===== src/rtl/mastermind_pkg.sv =====
`default_nettype none
// ============================================================================
// Module   : mastermind_pkg
// Purpose  : Game-wide constants and types. The guess entry, scorer and HEX
//            display stages all import this package.
// Contents : NUM_PEGS, NUM_COLOURS, COLOUR_W, MAX_GUESSES, colour_t,
//            entry_state_t
// Revision : 1.0 - initial release
// ============================================================================
package mastermind_pkg;

    localparam int NUM_PEGS    = 4;
    localparam int NUM_COLOURS = 6;
    localparam int COLOUR_W    = 3;
    localparam int MAX_GUESSES = 10;

    typedef logic [COLOUR_W-1:0] colour_t;

    typedef enum logic [1:0] {
        ENTER  = 2'd0,
        SUBMIT = 2'd1,
        DONE   = 2'd2
    } entry_state_t;

endpackage : mastermind_pkg
`default_nettype wire


===== src/rtl/peg_colour_counter.sv =====
`default_nettype none
// ============================================================================
// Module   : peg_colour_counter
// Purpose  : Colour of one peg. This is a wrapping mod-NUM_COLOURS counter.
//            Priority is clear > hold > inc.
// Ports    : clk, Reset (async, active-high)
//            inc   - advance colour by one (NUM_COLOURS-1 wraps to 0)
//            clear - force colour 0
//            hold  - freeze the current colour
//            value - current colour
// Revision : 1.0 - initial release
// ============================================================================
module peg_colour_counter #(
    parameter int NUM_COLOURS = mastermind_pkg::NUM_COLOURS,
    parameter int COLOUR_W    = mastermind_pkg::COLOUR_W
) (
    input  logic                clk,
    input  logic                Reset,
    input  logic                inc,
    input  logic                clear,
    input  logic                hold,
    output logic [COLOUR_W-1:0] value
);
    import mastermind_pkg::*;

    localparam logic [COLOUR_W-1:0] c_last = COLOUR_W'(NUM_COLOURS - 1);

    logic [COLOUR_W-1:0] r_value;

    always_ff @(posedge clk or posedge Reset) begin
        if (Reset) begin
            r_value <= '0;
        end else if (clear) begin
            r_value <= '0;
        end else if (!hold && inc) begin
            r_value <= (r_value == c_last) ? '0 : r_value + COLOUR_W'(1);
        end
    end

    assign value = r_value;

endmodule : peg_colour_counter
`default_nettype wire


===== src/rtl/guess_entry.sv =====
`default_nettype none
// ============================================================================
// Module   : guess_entry
// Purpose  : Builds a Mastermind guess from the edge-detected key pulses.
//            It offers the guess to the scorer over valid/ready, counts the
//            accepted guesses and locks in DONE when the game ends.
// Ports    : clk, Reset (async, active-high)
//            incPulse/nextPulse/submitPulse/newGame - one-cycle key pulses
//            winIn       - scorer reports an exact match
//            guess       - peg p at [p*COLOUR_W +: COLOUR_W]
//            cursor      - selected peg
//            guessValid  - guess offered to the scorer
//            guessReady  - scorer takes the offered guess
//            guessCount  - number of guesses accepted
//            gameOver    - high while locked in DONE
// Revision : 1.0 - initial release
// ============================================================================
module guess_entry #(
    parameter int NUM_PEGS    = mastermind_pkg::NUM_PEGS,
    parameter int NUM_COLOURS = mastermind_pkg::NUM_COLOURS,
    parameter int COLOUR_W    = mastermind_pkg::COLOUR_W,
    parameter int MAX_GUESSES = mastermind_pkg::MAX_GUESSES,
    parameter int CNT_W       = 4
) (
    input  logic                         clk,
    input  logic                         Reset,
    input  logic                         incPulse,
    input  logic                         nextPulse,
    input  logic                         submitPulse,
    input  logic                         newGame,
    input  logic                         winIn,
    output logic [NUM_PEGS*COLOUR_W-1:0] guess,
    output logic [$clog2(NUM_PEGS)-1:0]  cursor,
    output logic                         guessValid,
    input  logic                         guessReady,
    output logic [CNT_W-1:0]             guessCount,
    output logic                         gameOver
);
    import mastermind_pkg::*;

    localparam int                CUR_W      = $clog2(NUM_PEGS);
    localparam logic [CUR_W-1:0]  c_cur_last = CUR_W'(NUM_PEGS - 1);
    // When the counter holds this value, the current transfer is the final guess.
    localparam logic [CNT_W-1:0]  c_cnt_last = CNT_W'(MAX_GUESSES - 1);

    entry_state_t       r_state;
    entry_state_t       w_state_next;
    logic [CUR_W-1:0]   r_cursor;
    logic [CNT_W-1:0]   r_count;
    logic               r_valid;
    logic               r_over;

    logic               w_clear;      // pegs and cursor back to 0
    logic               w_cnt_clear;  // guess counter back to 0
    logic               w_take;       // handshake transfer on this edge
    logic               w_cur_adv;
    logic               w_inc_req;
    logic               w_hold;

    // ------------------------------------------------------------------
    // Next-state and action decode
    // ------------------------------------------------------------------
    always_comb begin
        w_state_next = r_state;
        w_clear      = 1'b0;
        w_cnt_clear  = 1'b0;
        w_take       = 1'b0;
        w_cur_adv    = 1'b0;
        w_inc_req    = 1'b0;

        case (r_state)
            ENTER: begin
                if (newGame) begin
                    w_clear      = 1'b1;
                    w_cnt_clear  = 1'b1;
                end else if (winIn) begin
                    w_clear      = 1'b1;
                    w_state_next = DONE;
                end else if (submitPulse) begin
                    w_state_next = SUBMIT;
                end else if (nextPulse) begin
                    w_cur_adv    = 1'b1;
                end else if (incPulse) begin
                    w_inc_req    = 1'b1;
                end
            end

            SUBMIT: begin
                if (newGame) begin
                    w_clear      = 1'b1;
                    w_cnt_clear  = 1'b1;
                    w_state_next = ENTER;
                end else if (guessReady) begin
                    // A win on the same edge still counts the transfer.
                    w_take       = 1'b1;
                    w_clear      = 1'b1;
                    w_state_next = (winIn || (r_count == c_cnt_last)) ? DONE : ENTER;
                end else if (winIn) begin
                    w_clear      = 1'b1;
                    w_state_next = DONE;
                end
            end

            DONE: begin
                if (newGame) begin
                    w_clear      = 1'b1;
                    w_cnt_clear  = 1'b1;
                    w_state_next = ENTER;
                end
            end

            default: begin
                w_clear      = 1'b1;
                w_state_next = ENTER;
            end
        endcase
    end

    // ------------------------------------------------------------------
    // State, cursor, counter and registered status flags
    // ------------------------------------------------------------------
    always_ff @(posedge clk or posedge Reset) begin
        if (Reset) begin
            r_state  <= ENTER;
            r_cursor <= '0;
            r_count  <= '0;
            r_valid  <= 1'b0;
            r_over   <= 1'b0;
        end else begin
            r_state <= w_state_next;
            r_valid <= (w_state_next == SUBMIT);
            r_over  <= (w_state_next == DONE);

            if (w_clear) begin
                r_cursor <= '0;
            end else if (w_cur_adv) begin
                r_cursor <= (r_cursor == c_cur_last) ? '0 : r_cursor + CUR_W'(1);
            end

            if (w_cnt_clear) begin
                r_count <= '0;
            end else if (w_take) begin
                r_count <= r_count + CNT_W'(1);
            end
        end
    end

    // ------------------------------------------------------------------
    // Peg colour counters. Only the peg under the cursor advances.
    // ------------------------------------------------------------------
    assign w_hold = (r_state != ENTER);

    for (genvar p = 0; p < NUM_PEGS; p++) begin : g_peg
        peg_colour_counter #(
            .NUM_COLOURS (NUM_COLOURS),
            .COLOUR_W    (COLOUR_W)
        ) u_peg (
            .clk   (clk),
            .Reset (Reset),
            .inc   (w_inc_req && (r_cursor == CUR_W'(p))),
            .clear (w_clear),
            .hold  (w_hold),
            .value (guess[p*COLOUR_W +: COLOUR_W])
        );
    end

    assign cursor     = r_cursor;
    assign guessValid = r_valid;
    assign guessCount = r_count;
    assign gameOver   = r_over;

endmodule : guess_entry
`default_nettype wire


===== config.mk =====
export PLATFORM = sky130hd
export DESIGN_NAME = guess_entry
export DESIGN_NICKNAME = d
export VERILOG_FILES = /design/src/rtl/mastermind_pkg.sv /design/src/rtl/peg_colour_counter.sv /design/src/rtl/guess_entry.sv
export SDC_FILE = /design/constraint.sdc
export NUM_CORES = 1
export LEC_CHECK = 0
export ABC_AREA = 0
export CORE_AREA = 2 2 54 56
export CTS_BUF_LIST = sky130_fd_sc_hd__clkbuf_4 sky130_fd_sc_hd__clkbuf_8
export DETAILED_ROUTE_END_ITERATION = 16
export DIE_AREA = 0 0 56 58
export GPL_ROUTABILITY_DRIVEN = 0
export GPL_TIMING_DRIVEN = 0
export PLACE_DENSITY = 0.78
export SLEW_MARGIN = 0
export SYNTH_ARGS = -nofsm -noshare
export SYNTH_HDL_FRONTEND = slang
export SYNTH_SLANG_ARGS = --single-unit

===== constraint.sdc =====
create_clock -name clk -period 2.22 [get_ports clk]
set_input_delay 0.444 -clock clk [delete_from_list [all_inputs] [get_ports clk]]
set_output_delay 0.444 -clock clk [all_outputs]
set_load 0.01 [all_outputs]

==> impl_metrics.yaml <==
run_status:
  outcome: "complete, no violations"
global_routing:
  grt_max_degree: 23
  grt_use_met3: 0.0491
  grt_use_total: 0.183
  grt_util_met2: 0.309
  grt_pass1_wl_mm: 4.80
  grt_busiest_layer: "met2"
  met1_usage: 0.246
  overflow: 0
  grt_pass1_vias: 1075
  antenna_found_initial: 0
finish:
  layout.cells.non_filler: 196
  antenna_cells: 0
  fillers: 237
  drive_above_1_share: 0.0970
  syn2layout_area_growth_pct: 26.7
  num-nets-final: 180
  utilization: 0.619
floorplan:
  chipHeight_um: 58
  die-area_um2: 3250
  rows: 19
  chipWidth_um: 56
  coreArea_um2: 2660
  ios: 28
  start_util: 0.489
route:
  avgRoutedWirePerCell_um: 14.0
  via_count: 1131
  drt_first_pass_iters: 4
  postRouteAntennaNets: 0
  drt-initial-drc-count: 53
  vias_per_cell: 5.77
  drt_wl_total_mm: 2.74
  drc_errors: 0
sta:
  fmaxAchievable_ghz: 0.508
  finalHoldViolCount: 0
  finalCritPeriodShare: 0.887
  fin_crit_ns: 1.97
  worst_pin_slew_ns: 0.830
  fin_skew_ns: 0.0181
  drv_slew: 0
  rsz0062_at_grt: "no"
  relSlewSlack: 0.446
  setup_ws_ns: 0.251
  finalSetupViolCount: 0
hold_path:
  worstHoldStart: "winIn"
  min_path_cells: 2
  min_path_type: "input port to register"
  holdPathEnd: "gameOver$_DFF_PP0_"
power:
  power_uw: 794
  peakVddDrop_v: 0.000561
  power.density_nw_per_um2: 481
  p_leak_nw: 0.652
worst_setup_path:
  critPathMaxFanout: 10
  reg2reg_to: "g_peg[2].u_peg.value[0]$_DFFE_PP0P_"
  r2r_slack_ns: 0.42
  worstSetupEndpointType: "register"
  crit_chain: "clkdlybuf4s50_1, or4b_4, buf_6, or3_1, a21oi_1"
  critPathLaunchType: "input port"
  rr_worst_depth: 5
  critical_path_buf_inv_count: 2
  crit_path_top_delay_cell: "or4b_4"
  required_ns: 2.46
  rr_startpoint: "cursor[0]$_DFFE_PP0P_"
  worst_ep_arrival_time_ns: 2.21
  max_stage_delay_ns: 0.59
  critical_path_depth: 5
  critPathKind: "input port to register"
  crit_family: "simple AND/OR/NAND/NOR gates"
placed_design:
  io_buffer_count: 25
  post-place-cells: 192
  dpl.hpwl_mm: 2.07
  pre_cts_slack_ns: -0.182
synthesis:
  syn-mean-instance-area_um2: 9.57
  syn_inst: 136
  synth_edf_count: 0
  async_flop_share: 1.00
  synth_nets: 150
  yosysMostFrequentCell: "dfrtp_1"
  ys_warn_count: 0
  synth_ff_type: "dfrtp_1"
  synth_top_cell_area_share: 0.423
  netlist_top_cells_count: "22 x dfrtp_1, 12 x nand4_1, 11 x a21oi_1, 11 x inv_1"
  synth_cell_types: 32
  synth_seq_cells: 22
  synth_top_area_cell: "dfrtp_1"
  ys_seq_area_frac: 0.423
  netlist_area_um2: 1300
  synth_area_leaders: "dfrtp_1 42%, ha_1 5.8%, nand4_1 5.8%"
clocking:
  cts_buffer_depth: 2
  cts_tree: "done"
  cts_root_buf: "clkbuf_4"
  clk_pin_slew_ns: 0.13
  clkSinkCount: 22
  cts_inserted_buffers: 3
  clkLatencyLatePin_ns: 0.31
  htreeDepth: 1
flow_run:
  drv_cap: 0
## cells in the final DEF (no fill, tap or decap)
| master | n |
|---|---|
| or3b_2 | 1 |
| o31a_1 | 2 |
| clkdlybuf4s50_1 | 25 |
| a32o_1 | 1 |
| or3_4 | 1 |
| nor2_1 | 7 |
| or4b_2 | 2 |
| nand4_1 | 12 |
| o21ai_1 | 1 |
| or4b_1 | 2 |
| nand2_1 | 6 |
| or3_1 | 4 |
| buf_2 | 1 |
| nor2b_1 | 2 |
| nor3_2 | 1 |
| ha_1 | 6 |
| or4b_4 | 1 |
| clkinv_1 | 1 |
| or2_2 | 2 |
| nor4b_1 | 2 |
| o21ai_0 | 6 |
| nand2b_1 | 3 |
| mux2i_1 | 6 |
| inv_1 | 11 |
| a21oi_1 | 11 |
| nor4b_2 | 1 |
| clkbuf_4 | 3 |
| nand3_1 | 5 |
| a22o_1 | 2 |
| dfrtp_1 | 22 |
| o2bb2ai_1 | 1 |
| clkbuf_1 | 3 |
| or4_1 | 1 |
| bufinv_16 | 1 |
| o31ai_1 | 7 |
| buf_6 | 2 |
## through the flow
stage | hold slack, ns | area [um^2] | setup TNS, ns
after floorplan | 0.433 | 1300 | 0
after global placement | 0.553 | 1590 | -0.342
after detailed placement | 0.574 | 1590 | -1.03
after CTS | 0.386 | 1640 | 0
after global routing | 0.383 | 1650 | 0
final | 0.400 | 1650 | 0
## repair_timing
action | 4_1_cts | 5_1_grt
hold buffers | 0 | 0
resized for setup | 0 | 1
setup buffers | 0 | 0
hold endpoints to repair | 0 | 0
setup endpoints to repair | 0 | 2
## worst max-delay path by stage
stage | from | to
floorplan | cursor[0]$_DFFE_PP0P_ | g_peg[2].u_peg.value[1]$_DFFE_PP0P_
global placement | newGame | g_peg[1].u_peg.value[2]$_DFFE_PP0P_
detailed placement | newGame | g_peg[1].u_peg.value[2]$_DFFE_PP0P_
CTS | newGame | g_peg[1].u_peg.value[2]$_DFFE_PP0P_
global route | newGame | g_peg[0].u_peg.value[0]$_DFFE_PP0P_
finish | newGame | g_peg[3].u_peg.value[0]$_DFFE_PP0P_
## area by class of cell
class,instances,area (um^2),share of cell area
flip-flops and latches,22,551,0.334
clock inverters,1,30.0,0.0182
plain buffers,6,38.8,0.0235
clock buffers,3,22.5,0.0137
multi-input cells,96,673,0.408
well taps,31,38.8,0.0235
repair buffers,25,250,0.152
inverters,12,45.0,0.0273
## power breakdown
part	switching [mW]	leakage (nW)	internal, mW
Clock	0.122	0.0279	0.183
Combinational	0.0486	0.321	0.0309
Sequential	0.00490	0.304	0.406
Total	0.175	0.652	0.619
## kinds of logic after synthesis
group                      share of synthesized area
DFF                                            0.423
buffers and inverters                         0.0644
AOI/OAI and AO/OA                              0.151
muxes                                         0.0462
adders and majority gates                     0.0577
and+or+nand+nor                                0.258
## state kept, by name (all words and copies together), names as in the netlist
signal	cells
guessCount	4
gameOver	1
g_peg.u_peg.value	12
r_state	2
guessValid	1
cursor	2
## per-layer routing
layer | routed length, um | part of all wire | vias to the layer above
met2 | 1280 | 0.47 | 30
met3 | 119 | 0.043 | 2
met5 | 0 | 0 | -
met1 | 1330 | 0.49 | 535
met4 | 12 | 0.0044 | 0
li1 | - | - | 564
(Power assumes the default switching activity.)
